[src/rtl/lsu_param.sv]
// Parametrised load-store unit: one LDR/STR at a time over a valid/ready memory channel,
// with an optional WAITING timeout and an error flag for illegal or abandoned accesses.
module lsu_param #(
  parameter int unsigned ADDR_BITS      = 8,
  parameter int unsigned DATA_BITS      = 8,
  parameter int unsigned TIMEOUT_CYCLES = 0
) (
  input  logic                 clk,
  input  logic                 reset,
  input  logic                 enable,
  input  logic [2:0]           core_state,
  input  logic                 decoded_mem_read_enable,
  input  logic                 decoded_mem_write_enable,
  input  logic [ADDR_BITS-1:0] rs,
  input  logic [DATA_BITS-1:0] rt,
  output logic                 mem_read_valid,
  output logic [ADDR_BITS-1:0] mem_read_address,
  input  logic                 mem_read_ready,
  input  logic [DATA_BITS-1:0] mem_read_data,
  output logic                 mem_write_valid,
  output logic [ADDR_BITS-1:0] mem_write_address,
  output logic [DATA_BITS-1:0] mem_write_data,
  input  logic                 mem_write_ready,
  output logic [1:0]           lsu_state,
  output logic [DATA_BITS-1:0] lsu_out,
  output logic                 lsu_error
);

  localparam logic [2:0] CoreRequest = 3'b011;
  localparam logic [2:0] CoreUpdate  = 3'b110;

  localparam bit          TimeoutEn   = (TIMEOUT_CYCLES != 0);
  localparam logic [15:0] TimeoutLast = TimeoutEn ? 16'(TIMEOUT_CYCLES - 1) : 16'd0;

  typedef enum logic [1:0] {
    StIdle       = 2'd0,
    StRequesting = 2'd1,
    StWaiting    = 2'd2,
    StDone       = 2'd3
  } lsu_state_e;

  typedef enum logic [1:0] {
    OpNone  = 2'd0,
    OpRead  = 2'd1,
    OpWrite = 2'd2
  } lsu_op_e;

  lsu_state_e state_q, state_d;
  lsu_op_e    op_q, op_d;

  logic [ADDR_BITS-1:0] addr_q, addr_d;
  logic [DATA_BITS-1:0] wdata_q, wdata_d;
  logic [ADDR_BITS-1:0] raddr_q, raddr_d;
  logic [ADDR_BITS-1:0] waddr_q, waddr_d;
  logic [DATA_BITS-1:0] wout_q, wout_d;
  logic [DATA_BITS-1:0] out_q, out_d;
  logic                 err_q, err_d;
  logic [15:0]          cnt_q, cnt_d;

  logic req_cycle;
  logic legal_req;
  logic illegal_req;
  logic ready_sel;
  logic timeout_hit;

  always_comb begin
    req_cycle   = (core_state == CoreRequest);
    legal_req   = req_cycle && (decoded_mem_read_enable ^ decoded_mem_write_enable);
    illegal_req = req_cycle && decoded_mem_read_enable && decoded_mem_write_enable;
    // Only the channel of the latched op may complete the access.
    unique case (op_q)
      OpRead:  ready_sel = mem_read_ready;
      OpWrite: ready_sel = mem_write_ready;
      default: ready_sel = 1'b0;
    endcase
    timeout_hit = TimeoutEn && (cnt_q == TimeoutLast);
  end

  // State register
  always_ff @(posedge clk) begin
    if (reset) begin
      state_q <= StIdle;
    end else if (enable) begin
      state_q <= state_d;
    end
  end

  // Next-state logic
  always_comb begin
    state_d = state_q;
    unique case (state_q)
      StIdle: begin
        if (illegal_req) begin
          state_d = StDone;
        end else if (legal_req) begin
          state_d = StRequesting;
        end
      end
      StRequesting: state_d = StWaiting;
      StWaiting: begin
        if (ready_sel || timeout_hit) begin
          state_d = StDone;
        end
      end
      StDone: begin
        if (core_state == CoreUpdate) begin
          state_d = StIdle;
        end
      end
      default: state_d = StIdle;
    endcase
  end

  // Outputs: valid is a decode of WAITING plus the latched op, so it freezes with the FSM.
  always_comb begin
    lsu_state         = state_q;
    mem_read_valid    = (state_q == StWaiting) && (op_q == OpRead);
    mem_write_valid   = (state_q == StWaiting) && (op_q == OpWrite);
    mem_read_address  = raddr_q;
    mem_write_address = waddr_q;
    mem_write_data    = wout_q;
    lsu_out           = out_q;
    lsu_error         = err_q;
  end

  // Datapath next-state
  always_comb begin
    op_d    = op_q;
    addr_d  = addr_q;
    wdata_d = wdata_q;
    raddr_d = raddr_q;
    waddr_d = waddr_q;
    wout_d  = wout_q;
    out_d   = out_q;
    err_d   = err_q;
    cnt_d   = cnt_q;
    unique case (state_q)
      StIdle: begin
        if (illegal_req) begin
          err_d = 1'b1;
        end else if (legal_req) begin
          op_d    = decoded_mem_read_enable ? OpRead : OpWrite;
          addr_d  = rs;
          wdata_d = rt;
          err_d   = 1'b0;
        end
      end
      StRequesting: begin
        cnt_d = 16'd0;
        if (op_q == OpRead) begin
          raddr_d = addr_q;
        end else if (op_q == OpWrite) begin
          waddr_d = addr_q;
          wout_d  = wdata_q;
        end
      end
      StWaiting: begin
        if (ready_sel) begin
          if (op_q == OpRead) begin
            out_d = mem_read_data;
          end
        end else begin
          if (cnt_q != 16'hFFFF) begin
            cnt_d = cnt_q + 16'd1;
          end
          if (timeout_hit) begin
            err_d = 1'b1;
          end
        end
      end
      default: ;
    endcase
  end

  // Datapath registers
  always_ff @(posedge clk) begin
    if (reset) begin
      op_q    <= OpNone;
      addr_q  <= '0;
      wdata_q <= '0;
      raddr_q <= '0;
      waddr_q <= '0;
      wout_q  <= '0;
      out_q   <= '0;
      err_q   <= 1'b0;
      cnt_q   <= 16'd0;
    end else if (enable) begin
      op_q    <= op_d;
      addr_q  <= addr_d;
      wdata_q <= wdata_d;
      raddr_q <= raddr_d;
      waddr_q <= waddr_d;
      wout_q  <= wout_d;
      out_q   <= out_d;
      err_q   <= err_d;
      cnt_q   <= cnt_d;
    end
  end

endmodule

[config.mk]
export PLATFORM = sky130hd
export DESIGN_NAME = lsu_param
export DESIGN_NICKNAME = d
export VERILOG_FILES = /design/src/rtl/lsu_param.sv
export SDC_FILE = /design/constraint.sdc
export NUM_CORES = 1
export LEC_CHECK = 0
export CAP_MARGIN = 10
export CORE_ASPECT_RATIO = 1.4
export CORE_MARGIN = 2
export CORE_UTILIZATION = 30
export CTS_CLUSTER_DIAMETER = 80
export CTS_CLUSTER_SIZE = 12
export DETAILED_ROUTE_END_ITERATION = 6
export MAX_ROUTING_LAYER = met4
export SETUP_SLACK_MARGIN = 0.3
export SYNTH_ARGS = -nofsm -noshare
export SYNTH_HDL_FRONTEND = slang
export SYNTH_SLANG_ARGS = --single-unit
[constraint.sdc]
create_clock -name clk -period 1.9 [get_ports clk]
set_clock_uncertainty 0.2 [all_clocks]
set_input_delay 0.19 -clock clk [delete_from_list [all_inputs] [get_ports clk]]
set_output_delay 0.19 -clock clk [all_outputs]
set_load 0.03 [all_outputs]
### Word level (Yosys, flattened, before mapping)

Index checks and enable logic that the tools add are counted.

| storage, ports and cells | value |
|---|---|
| register bits | 53 |
| word-level logic and storage cells | 44 |

| cells by class | value |
|---|---|
| equality and inequality tests | 10 |
| mux-type cells | 9 |
| bitwise logic cells | 3 |
| reductions and logical operators | 13 |

Operators with widths:

| kind | count |
|---|---|
| 4-bit AND reduction | 4 |
| 2-bit two-way mux | 5 |
| 2-bit one-hot mux with 4 select lines | 1 |
| 2-bit equality test, second input constant | 3 |
| 3-bit AND reduction | 2 |
| 1-bit logical AND | 5 |
| 2-bit by 1-bit equality test with 1-bit output, second input constant | 2 |
| 2-bit != test, second input constant | 2 |
| 3-bit by 2-bit equality test with 1-bit output, second input constant | 1 |
| 3-bit equality test, second input constant | 1 |
| 3-bit != test, second input constant | 1 |
| 2-bit logical NOT | 1 |
| 1-bit two-way mux | 2 |
| 1-bit NOT | 2 |
| 1-bit one-hot mux with 2 select lines | 1 |
| 2-bit nonzero test | 1 |
| 1-bit XOR | 1 |

### Depth between registers and ports, before layout

Gate-level depths: netlist of the first run.

| depth | value |
|---|---|
| word-level depth | 5 |
| depth in mapped cells | 8 |
| gate-level depth less buffers | 6 |

### Worst setup path before layout of the first run

Ideal clock, no wire load.

| path | value |
|---|---|
| path kind | register to register |
| start | reg state_q[1], in the netlist lsu_state[1] |
| end | reg out_q[0], in the netlist lsu_out[0] |
| setup time | 0.128 ns |
| arrival time | 1.537 ns |
| required time | 1.572 ns |
| setup slack | 0.036 ns |
| cell stages (with the launch flop) | 6 |
| buffers on the path | 0 |
| period minus slack after synthesis | 1.864 ns |
| path through | dfxtp_1 ha_1 nand3_1 nor3_4 mux2i_1 nor2_1 |

| on the way | value |
|---|---|
| cells in the longest elaborated chain, start to end | 2 |

RTL lines:

| element | RTL line | RTL |
|---|---|---|
| start: declaration | 48 | `lsu_state_e state_q, state_d;` |
| start signal: assignment | 82 | `state_q <= StIdle;` |
| start signal: assignment | 84 | `state_q <= state_d;` |
| 2-bit equality test | 137 | `unique case (state_q)` |
| 4-bit AND reduction (no source line) | - |  |
| end signal: assignment | 194 | `out_q <= out_d;` |
| end: declaration | 56 | `logic [DATA_BITS-1:0] out_q, out_d;` |

Every way passes these cells.
A chain may end at the register's enable or synchronous reset.

### Worst setup path after layout of the first run

| path | value |
|---|---|
| start | reg state_q[0], in the netlist lsu_state[0] |
| end | reg waddr_q[5], in the netlist mem_write_address[5] |

| on the way | value |
|---|---|
| cells in the longest elaborated chain, start to end | 2 |

RTL lines:

| element | RTL line | RTL |
|---|---|---|
| 2-bit by 1-bit equality test with 1-bit output | 137 |  |
| 4-bit AND reduction (no source line) | - |  |
| end signal: assignment | 192 | `waddr_q <= waddr_d;` |
| end: declaration | 54 | `logic [ADDR_BITS-1:0] waddr_q, waddr_d;` |

Every way passes these cells.

==> run summary, run 1 <==
The critical path data required time is approximately 1900 ps. The final global-route overflow total is 0. The maximum vdd drop came out at 0.404 mV. In this run, CTS created clock tree buffers numbering 5. The flow ran to the end, and the final reports show no timing, DRC or antenna violations. The number of enable-type register cells in the synthesized netlist came out at 0.

The share of synthesized area in the top cell type comes to 0.503. Counting every sink on the clock net gives 53. The detailed-route via count came out at between 1,500 and 2,000.

The synthesized design contains 53 register bits. The sequential share of power is 0.543. A synthesized cell averages around 9.5 sq um. The remaining max-slew budget at the tightest pin is 0.625. The total power draw came out at 2.09 mW. The number of antenna violations at the first check in global routing is 0.

The worst-path maximum fanout is 10. The number of synthesis warnings came out at 0. The buffer cell driving the clock tree root is sky130_fd_sc_hd__clkbuf_8. The worst path needs about 1700 ps of the cycle, external delays included. The remaining antenna violation count after routing is 0. The final worst setup slack is 195 ps. The average wire per cell in the routed design is 12.8 um.

The share of total power dissipated in the clock network is 0.305. Relative to the synthesized area, the layout overhead comes to 57.7%. The net switching power is between 500 and 600 uW. The signal arrival time at the worst endpoint came out at 1680 ps.

The half-perimeter wire length after detailed placement came out at 3.64 mm. The starting utilization of the core area is 0.306. At the pin with the least slew margin, the transition time is between 500 and 600 ps.

In this run the core area contains 36 standard-cell rows. The post-synthesis async set-or-reset flop share came out at 0. The maximum number of pins on one net before global-route repair is 29. STA classifies the critical path startpoint as a register. From bottom edge to top edge, the die measures roughly 100 um. The H-tree was split into 2 levels. The initial detailed-routing violation count is between 50 and 60. The number of global-route vias before repair came out at 1,783. When the netlist entered floorplanning its net count stood at roughly 260. Derived from the worst setup path, the maximum achievable clock frequency is 0.586 GHz. In the synthesized netlist the dominant register cell turns out to be sky130_fd_sc_hd__dfxtp_1. The area taken by multi-input logic gates came out at 1060 sq um.

The final number of hold-violating endpoints is 0. The count of fill cells added during filler insertion came out at 663. The global-route wire length before repair is 8.74 mm. TritonCTS built the clock tree. The I/O pin total came out at 71. The post-synthesis cell area is between 2000 and 2500 sq um. The share of cells above drive strength 1 came out at 0.193. The relative contribution of combinational cells to total power is 0.152. Leaving out fill and tap cells, the most frequent cell in the layout is sky130_fd_sc_hd__dfxtp_1. Final hold analysis gives a worst-case slack of 161 ps.

The die covers 7720 sq um. At the end of routability-driven placement, the weighted congestion stood at 0.718. The switching share of total power came out at 0.250. The count of hold buffers inserted by post-cts repair came out at 0. The clock transition time at the flip-flop clock pins of the worst setup and hold paths came out at 100 ps. The internal portion of the total power is 1.57 mW. For this run, the register share of the synthesized area comes to 0.503.

Input and output buffers added on the ports amount to 70. The number of optimization iterations in the first detailed-route pass came out at 4. The register area is 1070 sq um. The synthesized netlist contains 27 unique library cells. The number of nets in the layout came out at 356. The power per unit of standard cell area came out at 628 nW/um^2. In the layout the commonest cells are 49 x sky130_fd_sc_hd__dfxtp_1, 37 x sky130_fd_sc_hd__nor2_1, 33 x sky130_fd_sc_hd__nand2_1, 33 x sky130_fd_sc_hd__mux2i_1, 33 x sky130_fd_sc_hd__dlygate4sd2_1. Counting along the longest clock path gives a buffer depth of 2.

Using the TritonRoute via totals, the vias-per-cell ratio works out to about 4.4. The worst setup path is of the register to register kind. In the global route stage, overall resource usage came out at 0.153.

Of the available clock period, the critical path in the final layout requires 0.897. The total routed wirelength is 5.27 mm. The min-delay analysis places its worst path in the category primary input to register. The number of antenna diodes in the final layout is 0.

The insertion delay of the later-clocked pin in the worst-skew pair is 300 ps. The kind of end point of the critical path is a register. The cell count after synthesis is about 220. The count of final setup violators is 0. Across the run, the number of max-cap violations was 0. After synthesis, the cell types taking the most area are sky130_fd_sc_hd__dfxtp_1 50%, sky130_fd_sc_hd__mux2i_1 16%, sky130_fd_sc_hd__nor2_1 6.8%. The chip width is ~75 um. Setup repair after global routing could not meet its margin everywhere.

The share of the core filled with cells is 0.483. The DRC violation count after routing came out at 0. The leakage component of the power is around 1.4 nW. The sum of negative setup slack is 0 ps. The area of the core is 6890 sq um. The pre-CTS worst setup slack is -86.3 ps. The count of pins over their slew limit is 0. The library cell with the largest summed area after synthesis is sky130_fd_sc_hd__dfxtp_1.
[critical path, cell delays in order (launching register included)]
cell and delay (ps):
sky130_fd_sc_hd__dfxtp_4 370, sky130_fd_sc_hd__buf_4 140, sky130_fd_sc_hd__buf_4 130, sky130_fd_sc_hd__ha_1 230
sky130_fd_sc_hd__and4b_1 220, sky130_fd_sc_hd__buf_6 150, sky130_fd_sc_hd__nand2_1 70, sky130_fd_sc_hd__a21oi_1 60
[cell usage after synthesis, types with 4 or more instances]
| cell type | number |
|---|---|
| sky130_fd_sc_hd__nor2_1 | 38 |
| sky130_fd_sc_hd__mux2i_1 | 33 |
| sky130_fd_sc_hd__a21oi_1 | 18 |
| sky130_fd_sc_hd__dfxtp_1 | 53 |
| sky130_fd_sc_hd__clkbuf_1 | 8 |
| sky130_fd_sc_hd__ha_1 | 7 |
| sky130_fd_sc_hd__nand3_1 | 4 |
| sky130_fd_sc_hd__nand2_1 | 34 |
| sky130_fd_sc_hd__inv_1 | 5 |
[registers in the layout, summed over array words and instances, names as in the netlist]
signal             flops
addr_q                 8
lsu_error              1
lsu_out                8
lsu_state              2
mem_read_address       8
mem_write_address      8
mem_write_data         8
op_q                   2
wdata_q                8
[layout make-up]
class,instances,share of cell area
sequential,53,0.322
clock buffer,6,0.0218
clock inverter,2,0.00414
inverter,5,0.00640
tap,95,0.0357
timing repair buffer,97,0.291
multi-input combinational,153,0.319
[kinds of logic after synthesis]
kind of cell               count (synthesis)  synth area share
AOI/OAI and AO/OA                         26            0.0700
xor gates and xnor gates                   1           0.00416
adders and majority gates                  7            0.0415
buffers and inverters                     17            0.0427
DFF                                       53             0.503
muxes                                     34             0.162
and+or+nand+nor                           85             0.176
[per-stage QoR]
stage	area (sq um)	cells
2_1_floorplan	2160	223
3_3_place_gp	3060	390
3_5_place_dp	3060	390
4_1_cts	3260	408
5_1_grt	3330	411
6_report	3330	411
[power groups by stage]
stage / Sequential [mW] / Clock [mW] / Combinational, mW
finish: 1.13 / 0.637 / 0.317
global placement: 1.17 / 0 / 0.236
global route: 1.14 / 0.703 / 0.342
detailed placement: 1.17 / 0 / 0.238
CTS: 1.13 / 0.661 / 0.302
floorplan: 1.18 / 0 / 0.102
[repair_timing]
item,CTS,global route
setup buffers,9,3
cloned,1,0
pin swaps,5,3
setup endpoints to repair,65,56
endpoints found under the hold margin,0,0
gates resized for setup,64,16
[routing by layer]
layer	up-vias	track usage	wire length [um]
met5	-	-	0
met4	0	0.0495	60
met3	4	0.0262	138
met2	37	0.262	2830
met1	847	0.178	2240
li1	927	-	-
[path summary, 6_finish.rpt]
path | startpoint | to | slack [ps] | depth (start not counted)
worst max register to register | lsu_state[0]$_SDFFE_PP0P_ | mem_write_address[5]$_SDFFE_PP0P_ | 190 | 7
worst max-delay path | lsu_state[0]$_SDFFE_PP0P_ | mem_write_address[5]$_SDFFE_PP0P_ | 190 | 7
worst min-delay path | reset | wdata_q[0]$_SDFFE_PP0P_ | 160 | 2
worst min register to register | wdata_q[4]$_SDFFE_PP0P_ | mem_write_data[4]$_SDFFE_PP0P_ | 250 | 2
(Power assumes the default switching activity.)
==> run 2: changes to the inputs <==
- CELL_PAD_IN_SITES_DETAIL_PLACEMENT: not set -> 0
- CELL_PAD_IN_SITES_GLOBAL_PLACEMENT: not set -> 1
- PLACE_DENSITY_LB_ADDON: not set -> 0.1
- TNS_END_PERCENT: not set -> 50
- clock period: 1.9 -> 2.2 ns (I/O delays scaled with it)
==> run summary, run 2 (synthesis gave the netlist of run 1 again) <==
The worst setup path is launched from a register. The remaining max-slew budget at the tightest pin came out at 0.781 (+0.155). The clock transition time at the flip-flop clock pins of the worst setup and hold paths is 100 ps (about the same). The placer congestion estimate is 0.721 (+0.39%).

The transition time at the pin with the least slew margin came out at 325 ps (-236 ps). The number of nets in the layout is 342 (-3.9%). The number of antenna diodes was 0 (unchanged).

The cell sitting at the root of the clock tree is a sky130_fd_sc_hd__clkbuf_8. The number of placed cells counting well taps was 387 (-0.77%). The worst setup path is captured at a primary output. The number of cell rows came to 36 (unchanged). The largest buffer count on any clock path came out at 2 (unchanged). The area taken by multi-input logic gates came out at 973 sq um (-8.3%). The overall die area is 7720 sq um (unchanged). The DRC violation count after routing is 0 (unchanged). The I/O pin total is 71 (unchanged).

The final global-route overflow total came to 0 (unchanged). The initial detailed-routing violation count came out at 39 (-24%). The final number of hold-violating endpoints came to 0 (unchanged).

The count of placed standard cells in the final layout, fillers left out is 397 (-3.4%). The height of the chip came out at 103 um (unchanged). The detailed-route via count was 1,756 (-3.3%). The TritonCTS sink count was 53 (unchanged). In the layout the commonest cells are 67 x sky130_fd_sc_hd__clkdlybuf4s50_1, 51 x sky130_fd_sc_hd__dfxtp_1, 38 x sky130_fd_sc_hd__nor2_1. The path class of the tightest hold or removal check is primary input to register. The clock tree from TritonCTS is yes. The leakage component of the power is 1.13 nW (-21%). Based on the critical path, the design can be clocked at up to 0.534 GHz. The number of antenna violations at the first check in global routing came to 0 (unchanged). Setup repair after global routing could not meet its margin everywhere. The count of fill cells added during filler insertion came out at 679 (+2.4%). By startpoint and endpoint, the worst setup path is classified as register to primary output. The portion of the clock cycle consumed by the worst path in the final layout is 0.851. The count of H-tree levels built during CTS is 2 (unchanged). The number of port buffers came out at 70 (unchanged).

The flow ran to the end, and the final reports show no timing, DRC or antenna violations. The maximum number of pins on one net before global-route repair came out at 24 (-17%). The signal arrival time at the worst endpoint came out at 1450 ps (-230 ps). The library cell used most frequently in the layout, excluding fill and tap cells, is sky130_fd_sc_hd__clkdlybuf4s50_1. The total routed wirelength was 5.07 mm (-3.9%).

The worst-path maximum fanout is 4 (-6). The count of hold buffers inserted by post-cts repair came out at 0 (unchanged). The global-route total usage across every layer came to 0.143 (-0.00946). The maximum vdd drop is 0.344 mV (-15%). The via density per instance came out at 4.42 (+0.16%). The share of cells above drive strength 1 was 0.109 (-0.0838). Compared with the post-synthesis result, the final layout area differs by 45.0%.

The minimum period implied by the final worst setup slack is 1870 ps. The critical path data required time is 1780 ps (-90 ps). The number of optimization iterations in the first detailed-route pass came out at 4 (unchanged). The power per unit of standard cell area is 569 nW/um^2 (-9.4%). The chip width is 74.9 um (unchanged). The starting utilization of the core area came out at 0.306 (unchanged). The number of buffers added by the clock tree synthesis step came to 5 (unchanged). The global-route wire length before repair is 8.13 mm (-6.9%). The count of final setup violators came to 0 (unchanged). The area of the core was 6890 sq um (unchanged). The average wire per cell in the routed design came to 12.8 um (-0.50%). The half-perimeter wire length after detailed placement is 3.56 mm (-2.2%). The number of global-route vias before repair was 1,657 (-7.1%). The count of pins over their slew limit is 0 (unchanged).

The remaining antenna violation count after routing was 0 (unchanged). The register area came to 1060 sq um (-0.70%). The sum of negative setup slack is 0 ps (unchanged). The insertion delay of the later-clocked pin in the worst-skew pair came out at 310 ps (about the same). The max-cap violation count came out at 0 (unchanged).
run 2: final timing paths:
check                           cells past startpoint                 startpoint                                to  slack [ps]
worst max-delay path                                2  lsu_state[0]$_SDFFE_PP0P_                      lsu_state[0]         330
worst min-delay path                                2                      reset  mem_read_address[4]$_SDFFE_PP0P_          70
worst max register to register                      8  lsu_state[1]$_SDFFE_PP0P_            addr_q[6]$_SDFFE_PP0P_         420
worst min register to register                      2    wdata_q[3]$_SDFFE_PP0P_    mem_write_data[3]$_SDFFE_PP0P_         260
run 2: repair_timing:
action | CTS | global route
setup endpoints to repair | 2 | 22
setup buffers | 0 | 1
gates cloned | 0 | 1
resized for setup | 5 | 12
pin swaps | 0 | 1
run 2: through the flow:
step	power, mW	utilization	hold WS, ps	area [sq um]	setup slack [ps]
6_report	1.74	0.444	68.2	3060	328
5_1_grt	1.82	0.444	96.3	3060	254
4_1_cts	1.76	0.439	68.1	3030	260
3_5_place_dp	1.20	0.427	248	2940	135
3_3_place_gp	1.20	0.427	243	2940	137
2_1_floorplan	1.09	-	167	2110	336
run 2: final cells by class:
cell class	count	area share
multi-input cells	153	0.318
clock inverters	2	0.00450
well taps	95	0.0389
repair buffers	83	0.261
flip-flops and latches	53	0.348
clock buffers	6	0.0237
inverters	5	0.00614
run 2: per-layer routing:
metal	part of all wire	wire length (um)	global-route usage	vias up
met1	0.45	2290	0.180	813
met3	0.043	217	0.0291	6
met2	0.49	2480	0.227	42
met5	0	0	-	-
li1	-	-	-	895
met4	0.016	81	0.0495	0
run 2: worst max-delay path, stage by stage, from the launching register on:
cell                              delay, ps
sky130_fd_sc_hd__dfxtp_1                350
sky130_fd_sc_hd__buf_4                  140
sky130_fd_sc_hd__clkdlybuf4s50_1        660
run 2: power breakdown:
group | switching [mW] | leakage (nW) | internal (mW)
registers | 0.00895 | 0.428 | 0.970
logic | 0.0940 | 0.654 | 0.106
clock network | 0.333 | 0.0456 | 0.228
==> run 3: changes to the inputs <==
--- a/constraint.sdc
+++ b/constraint.sdc
@@ -4,2 +4,2 @@
 set_output_delay 0.22 -clock clk [all_outputs]
-set_load 0.03 [all_outputs]
+set_load 0.05 [all_outputs]
==> run summary, run 3 (synthesis gave the netlist of run 1 again) <==
The startpoint identified for the worst hold timing path is reset. The signal arrival time at the worst endpoint came to 1460 ps (about the same). The height of the chip came out at 103 um (unchanged). The register area was 1060 sq um (unchanged). STA classifies the critical path startpoint as a register. Among all stages on the critical path, the largest delay is contributed by sky130_fd_sc_hd__clkdlybuf4s50_1.

The total power draw came to 1.80 mW (+3.3%). The count of pins over their slew limit was 0 (unchanged). The via density per instance came out at 4.42 (unchanged). The initial detailed-routing violation count is 63 (+62%).

The minimum period implied by the final worst setup slack is 1880 ps (+8.94 ps). The area of the core came to 6890 sq um (unchanged). TritonCTS built the clock tree. The average wire per cell in the routed design is 12.5 um (-2.1%). The count of final setup violators is 0 (unchanged). The worst-path maximum fanout came to 2 (-2).

The number of cell rows is 36 (unchanged). The number of port buffers is 70 (unchanged). The area growth from synthesis to layout is 46.8%.

In this run the critical register-to-register path is launched from op_q[0]$_SDFFE_PP0P_. The half-perimeter wire length after detailed placement came to 3.59 mm (+1.1%). In this run the clock root is driven by a sky130_fd_sc_hd__clkbuf_8.

The largest buffer count on any clock path was 2 (unchanged). The overall die area came to 7720 sq um (unchanged). The number of nets in the layout came out at 342 (unchanged). The I/O pin total came out at 71 (unchanged). The maximum vdd drop came out at 0.374 mV (+8.7%). The max-cap violation count is 0 (unchanged).

The number of buffer and inverter instances along the worst setup path is 1 (-1). Walking the worst path, the cells encountered are clkdlybuf4s50_1. The placer congestion estimate is 0.705 (-2.2%).

The critical path data required time was 1780 ps (about the same). The leading cell type in the layout, fill and taps excluded is sky130_fd_sc_hd__clkdlybuf4s50_1. The delay of the slowest cell on the worst path came out at 810 ps (+150 ps). The met2 layer wire length in the routed design came out at 2.50 mm (+0.60%). The number of antenna diodes came out at 0 (unchanged). The portion of the clock cycle consumed by the worst path in the final layout was 0.855 (+0.00406). The sum of negative setup slack came out at 0 ps (unchanged).

The area taken by multi-input logic gates was 973 sq um (unchanged). The starting utilization of the core area was 0.306 (unchanged). The detailed-route via count is 1,756 (unchanged).

The final number of hold-violating endpoints is 0 (unchanged). The power per unit of standard cell area came out at 581 nW/um^2 (+2.1%). The count of fill cells added during filler insertion is 687 (+1.2%). The path with the worst hold slack has its endpoint at mem_read_address[6]$_SDFFE_PP0P_.

The TritonCTS sink count is 53 (unchanged). The worst setup path is of the register to primary output kind. The number of global-route vias before repair is 1,697 (+2.4%). The count of H-tree levels built during CTS came out at 2 (unchanged).

The final global-route overflow total is 0 (unchanged). The share of cells above drive strength 1 is 0.109 (unchanged). The DRC violation count after routing is 0 (unchanged). The number of buffers added by the clock tree synthesis step is 5 (unchanged). The routed wire length on met3 came to 190 um (-12%). The global-route total usage across every layer came out at 0.142 (-0.00166). The cell family contributing the most delay on the critical path is buffers and inverters. The depth of the worst register-to-register path is 6 (-2).

In the layout the commonest cells are 58 x sky130_fd_sc_hd__clkdlybuf4s50_1, 51 x sky130_fd_sc_hd__dfxtp_1, 38 x sky130_fd_sc_hd__nor2_1. The maximum frequency from static timing analysis came out at 0.532 GHz (-0.48%). The wire length the detailed router placed on met1 came out at 2.21 mm (-3.2%). The flow ran to the end, and the final reports show no timing, DRC or antenna violations. STA classifies the critical path endpoint as a primary output. The count of hold buffers inserted by post-cts repair is 0 (unchanged).

The leakage component of the power was 1.25 nW (+11%). The cell count of the worst hold path came out at 2 (unchanged). The worst reg-to-reg setup slack came to 410 ps (about the same). In this run the worst hold path is classified as primary input to register. The chip width is 74.9 um (unchanged). The insertion delay of the later-clocked pin in the worst-skew pair is 300 ps (about the same). The maximum number of pins on one net before global-route repair was 31 (+29%).

After detailed routing, no signal wire sits above met4. The remaining antenna violation count after routing is 0 (unchanged). The worst register-to-register path ends at lsu_state[1]$_SDFFE_PP0P_. The transition time at the pin with the least slew margin is 521 ps (+196 ps). The clock transition time at the flip-flop clock pins of the worst setup and hold paths is 100 ps (about the same). The number of optimization iterations in the first detailed-route pass is 4 (unchanged). The global-route wire length before repair came out at 8.18 mm (+0.59%).

The remaining max-slew budget at the tightest pin came out at 0.652 (-0.129). The number of antenna violations at the first check in global routing came out at 0 (unchanged). The total routed wirelength was 4.96 mm (-2.1%).

Setup repair after global routing could not meet its margin everywhere.
==> run 3: cell type report <==
| class | count | area share |
|---|---|---|
| clock buffer | 7 | 0.0311 |
| clock inverter | 1 | 0.00283 |
| inverter | 5 | 0.00606 |
| multi-input combinational | 153 | 0.314 |
| sequential | 53 | 0.344 |
| tap | 95 | 0.0384 |
| timing repair buffer | 83 | 0.264 |
==> run 3: how the worst max path moves through the flow <==
stage                           endpoint                              start  cells past startpoint  slack, ps
2_1_floorplan    lsu_out[0]$_SDFFE_PP0P_          lsu_state[1]$_SDFFE_PP0P_                      5        380
3_3_place_gp   lsu_state[1]$_SDFFE_PP0P_                      core_state[2]                      6        160
3_5_place_dp      addr_q[2]$_SDFFE_PP0P_                      core_state[2]                      6        150
4_1_cts              mem_read_address[3]   mem_read_address[3]$_SDFFE_PP0P_                      1        290
5_1_grt        lsu_state[1]$_SDFFE_PP0P_               op_q[0]$_SDFFE_PP0P_                      6        260
6_report            mem_write_address[3]  mem_write_address[3]$_SDFFE_PP0P_                      1        320
==> run 3: where the power goes <==
part           switching [mW]  internal, mW  leakage (nW)
Clock                   0.324         0.291        0.0549
Sequential             0.0110         0.971         0.428
Combinational           0.100        0.0996         0.772
Total                   0.435          1.36          1.25
==> run 3: metal layers <==
metal,GRT usage,vias to the layer above
met1,0.173,811
li1,-,899
met3,0.0262,5
met2,0.233,41
met5,-,-
met4,0.0453,0
==> run 3: timing repair <==
| action | 4_1_cts | 5_1_grt |
|---|---|---|
| setup endpoints to repair | 8 | 54 |
| gates resized for setup | 4 | 12 |
| pin swaps | 0 | 2 |
| buffers inserted | 0 | 2 |
==> run 3: metrics by stage <==
step           area [sq um]  hold WS, ps  setup slack [ps]   util  cells
5_1_grt                3100          182               260  0.449    397
3_5_place_dp           2950          246               146  0.428    387
4_1_cts                3050          158               291  0.443    395
2_1_floorplan          2110          167               383      -    223
3_3_place_gp           2950          244               162  0.428    387
6_report               3100          157               319  0.449    397
